`config.mk`:
```
export PLATFORM = sky130hd
export DESIGN_NAME = if_stage
export DESIGN_NICKNAME = d
export VERILOG_FILES = /design/src/rtl/if_stage.sv
export SDC_FILE = /design/constraint.sdc
export NUM_CORES = 1
export LEC_CHECK = 0
export CORE_AREA = 5 5 151 95
export DETAILED_ROUTE_END_ITERATION = 6
export DIE_AREA = 0 0 156 100
export HOLD_SLACK_MARGIN = 0.03
export PLACE_DENSITY_LB_ADDON = 0.12
export SYNTH_ARGS = -nofsm -noshare
export SYNTH_HDL_FRONTEND = slang
export SYNTH_SLANG_ARGS = --single-unit
```
`constraint.sdc`:
```
create_clock -name clk_i -period 2.8 [get_ports clk_i]
set_input_delay 0.56 -clock clk_i [delete_from_list [all_inputs] [get_ports clk_i]]
set_output_delay 0.56 -clock clk_i [all_outputs]
set_load 0.01 [all_outputs]
```
`src/rtl/if_stage.sv`:
```
// Instruction-fetch stage: owns the PC and the IF/ID register, issues one fetch
// at a time over a variable-latency req/rsp interface and inserts NOP bubbles.
//
// imem handshake: a request transfers on a rising edge where imem_req_o and
// imem_ready_i are both high; imem_rvalid_i (one cycle, data on imem_rdata_i)
// answers the single outstanding request and has no back-pressure.
module if_stage #(
    parameter logic [31:0] RESET_PC  = 32'h0000_0000,
    parameter logic [31:0] NOP_INSTR = 32'h0000_0013
) (
    input  logic        clk_i,
    input  logic        rst_i,
    input  logic        PCWrite_i,
    input  logic        Stall_i,
    input  logic        Flush_i,
    input  logic [31:0] Branch_target_i,
    output logic        imem_req_o,
    output logic [31:0] imem_addr_o,
    input  logic        imem_ready_i,
    input  logic        imem_rvalid_i,
    input  logic [31:0] imem_rdata_i,
    output logic [31:0] IFID_pc_o,
    output logic [31:0] IFID_instr_o,
    output logic        IFID_valid_o,
    output logic [1:0]  dbg_state_o
);

    typedef enum logic [1:0] {
        S_REQ  = 2'd0,
        S_WAIT = 2'd1,
        S_HOLD = 2'd2,
        S_DROP = 2'd3
    } state_t;

    state_t      state_q, state_d;
    logic [31:0] pc_q, pc_d;
    logic [31:0] buf_q, buf_d;
    logic [31:0] ifid_pc_q, ifid_pc_d;
    logic [31:0] ifid_instr_q, ifid_instr_d;
    logic        ifid_valid_q, ifid_valid_d;
    logic        deliver_ok;
    logic        deliver;
    logic [31:0] deliver_instr;

    assign deliver_ok = PCWrite_i & ~Stall_i & ~Flush_i;

    always_comb begin
        state_d       = state_q;
        pc_d          = pc_q;
        buf_d         = buf_q;
        ifid_pc_d     = ifid_pc_q;
        ifid_instr_d  = ifid_instr_q;
        ifid_valid_d  = ifid_valid_q;
        deliver       = 1'b0;
        deliver_instr = buf_q;

        if (Flush_i) begin
            // Redirect wins even over a stall; anything in flight becomes stale.
            ifid_pc_d    = 32'h0;
            ifid_instr_d = NOP_INSTR;
            ifid_valid_d = 1'b0;
            pc_d         = {Branch_target_i[31:2], 2'b00};
            unique case (state_q)
                S_REQ:   state_d = imem_ready_i ? S_DROP : S_REQ;
                S_WAIT:  state_d = imem_rvalid_i ? S_REQ : S_DROP;
                S_HOLD:  state_d = S_REQ;
                S_DROP:  state_d = imem_rvalid_i ? S_REQ : S_DROP;
                default: state_d = S_REQ;
            endcase
        end else begin
            unique case (state_q)
                S_REQ: begin
                    if (imem_ready_i) state_d = S_WAIT;
                end
                S_WAIT: begin
                    if (imem_rvalid_i) begin
                        if (deliver_ok) begin
                            deliver       = 1'b1;
                            deliver_instr = imem_rdata_i;
                            state_d       = S_REQ;
                        end else begin
                            buf_d   = imem_rdata_i;
                            state_d = S_HOLD;
                        end
                    end
                end
                S_HOLD: begin
                    if (deliver_ok) begin
                        deliver = 1'b1;
                        state_d = S_REQ;
                    end
                end
                S_DROP: begin
                    if (imem_rvalid_i) state_d = S_REQ;
                end
                default: state_d = S_REQ;
            endcase

            if (deliver) begin
                ifid_pc_d    = pc_q;
                ifid_instr_d = deliver_instr;
                ifid_valid_d = 1'b1;
                pc_d         = pc_q + 32'd4;
            end else if (!Stall_i) begin
                ifid_pc_d    = 32'h0;
                ifid_instr_d = NOP_INSTR;
                ifid_valid_d = 1'b0;
            end
        end
    end

    always_ff @(posedge clk_i) begin
        if (rst_i) begin
            state_q      <= S_REQ;
            pc_q         <= RESET_PC;
            buf_q        <= 32'h0;
            ifid_pc_q    <= 32'h0;
            ifid_instr_q <= NOP_INSTR;
            ifid_valid_q <= 1'b0;
        end else begin
            state_q      <= state_d;
            pc_q         <= pc_d;
            buf_q        <= buf_d;
            ifid_pc_q    <= ifid_pc_d;
            ifid_instr_q <= ifid_instr_d;
            ifid_valid_q <= ifid_valid_d;
        end
    end

    assign imem_req_o   = (state_q == S_REQ) & ~rst_i;
    assign imem_addr_o  = pc_q;
    assign IFID_pc_o    = ifid_pc_q;
    assign IFID_instr_o = ifid_instr_q;
    assign IFID_valid_o = ifid_valid_q;
    assign dbg_state_o  = state_q;

endmodule

```
==> impl_metrics.toml <==
[placed_design]
placed_cells = 1006
io_buffers = 164
place.gp.congestion = 0.886
place.detailed.hpwl_um = 13000

[worst_setup_path]
crit_start = "dbg_state_o[1]"
cp.required_ps = 2240
path_class = "flip-flop to output pin"
cp-start-kind = "flip-flop"
reg2reg_to = "imem_addr_o[19]"
cp_data_arrival_time_ps = 1860
worstReg2RegStart = "dbg_state_o[1]"
reg2regPathDepth = 7
cp_max_fo = 4
worst-r2r-setup-slack_ps = 480
endpoint_kind = "output pin"

[sta]
maxSlewHeadroom_pct = 51.6
clock.fmax_ghz = 0.414
rsz0062_at_grt = "false"
finalClockSkew_ps = 14.5
min_period_ps = 2420
tns_ps = 0
hold_violations = 0
tightest_slew_ps = 726
setup_viol = 0
maxSlewViolCount = 0
finalCritPeriodShare_pct = 86.3

[pwr]
swShare_pct = 26.4
leakagePower_nw = 2.81
vdd_drop_max_mv = 0.338
pwr-share-clk_pct = 47.6
pwr-share-comb_pct = 11.1
power.net_switching_w = 0.00122
p_int_w = 0.00341
sequentialPowerShare_pct = 41.3
power_density_nw_per_um2 = 574

[synth]
yosys.area.top_type = "dfxtp_1"
synth_edf_count = 0
synthTopCellsByCount = "dfxtp_1 (127), nand2_1 (121), a21oi_1 (88)"
yosysMostFrequentCell = "dfxtp_1"
async_flop_share_pct = 0
yosysUniqueCellTypes = 48
synth_seq_cells = 127
synthCells = 701
synthesis.yosys.warnings = 0
synth-main-ff-cell = "dfxtp_1"
yosysTopAreaCellShare_pct = 45.2
avgSynthCellArea_um2 = 8.02
synth_area_leaders = "dfxtp_1 (45%), nand2_1 (8.1%), a21oi_1 (7.8%)"
synth_seq_area_share_pct = 45.2
syn-cell-area_um2 = 5620

[grt]
grt_max_degree = 66
overflow = 0
grt_pass1_wl_um = 29700
grt_usage_pct = 23.8
grt_pass1_vias = 5764
grt_antenna_before_repair = 0

[clocking]
htree_levels = 4
hold_buffers = 0
clock_sinks = 127
clockRootBuffer = "clkbuf_16"
postCtsSetupBuffers = 0
cts_tree = "done"
clkTransAtPathRegs_ps = 60
cts_buffers = 17
ctsResizeCount = 0
clk_path_buf_depth = 2
clock_latency_ps = 420

[final_layout]
final_util_pct = 63.5
syn_to_final_growth_pct = 43.5
antenna_cells = 0
drive_above_1_share_pct = 7.83
n_fill_cell = 1053
nets = 932
final_cells = 1038

[detailed_routing]
dr.first_iter.drc_count = 319
vias = 5985
drc = 0
postRouteAntennaNets = 0
routed_wl_um = 19200
drtPass1Iterations = 5
routedWlPerCell_um = 18.5
viasPerCell = 5.77

[flow_run]
drv_cap = 0

[floorplan]
start_util_pct = 44.3
fp.dieH_um = 100
die_area_um2 = 15600
row_count = 32
ioPinCount = 171
die_x_um = 156
core_area_um2 = 12700

[min_path]
hold_class = "flip-flop to flip-flop"
min_from = "buf_q[4]"
min_to = "buf_q[4]"
holdPathStages = 2

[run_status]
status = "finished clean"
## power by group through the flow
stage          registers [W]  logic (W)  clock network [W]
2_1_floorplan        0.00194   0.000235                  0
6_report             0.00191   0.000514            0.00220
5_1_grt              0.00192   0.000554            0.00232
4_1_cts              0.00191   0.000511            0.00223
3_5_place_dp         0.00195   0.000509                  0
3_3_place_gp         0.00194   0.000496                  0
## layout make-up
type,instances,area (um2),share of cell area [%]
Tap cell,170,213,2.64
Timing Repair Buffer,189,1860,23.0
Inverter,8,30.0,0.372
Clock inverter,15,159,1.97
Multi-Input combinational cell,512,2840,35.2
Clock buffer,17,425,5.28
Sequential cell,127,2540,31.5
## worst max path at each step
| stage | to | cells past startpoint | slack, ps |
|---|---|---|---|
| finish | imem_req_o | 4 | 380 |
| global route | imem_req_o | 4 | 280 |
| CTS | imem_req_o | 4 | 380 |
| detailed placement | imem_addr_o[19] | 6 | 110 |
| global placement | imem_addr_o[19] | 6 | 90 |
| floorplan | imem_addr_o[19] | 8 | 450 |
## stage by stage
step	total power [W]	hold WS [ps]	worst slack, ps	area [um2]
4_1_cts	0.00465	458	377	8060
6_report	0.00463	456	383	8060
3_5_place_dp	0.00246	449	111	7480
2_1_floorplan	0.00218	436	449	5630
3_3_place_gp	0.00244	442	94.8	7480
5_1_grt	0.00479	471	283	8060
## registers in the layout, summed over array words and instances, names as in the netlist
register	cells
IFID_instr_o	32
dbg_state_o	2
buf_q	32
IFID_valid_o	1
imem_addr_o	30
IFID_pc_o	30
## critical path, cell delays in order (launching register included)
cell and delay [ps]:
dfxtp_1 340, inv_1 140, ha_1 230, nor2b_1 140, clkdlybuf4s50_1 580
## cell families (layout without fill, tap and decap cells)
| family | after synthesis | count (layout) | share of synthesized area (%) |
|---|---|---|---|
| multiplexers | 7 | 7 | 1.29 |
| adder cells (fa/ha/maj) | 6 | 6 | 1.34 |
| flip-flops | 127 | 127 | 45.2 |
| other | 1 | 4 | 0.0667 |
| buffers and inverters | 65 | 229 | 4.72 |
| XOR/XNOR | 2 | 2 | 0.312 |
| AND/OR/NAND/NOR | 288 | 288 | 23.7 |
| AO/OA/AOI/OAI | 205 | 205 | 23.4 |
## placed cells by master (no fill, tap or decap), drive strengths merged, types with 17 or more instances in the layout
master,instances
clkdlybuf4s50,162
dfxtp,127
o21ai,19
o221ai,28
buf,27
a22oi,33
nor2,61
clkbuf,17
nand3,19
nand2,122
a21oi,88
and3,32
## per-layer routing
layer | track usage (%) | wire [um]
met1 | 33.0 | 8720
met4 | 7.73 | 252
met3 | 7.71 | 1930
met2 | 35.3 | 8340
met5 | 0 | 0
Note: power is estimated with default switching activity, not from simulation.
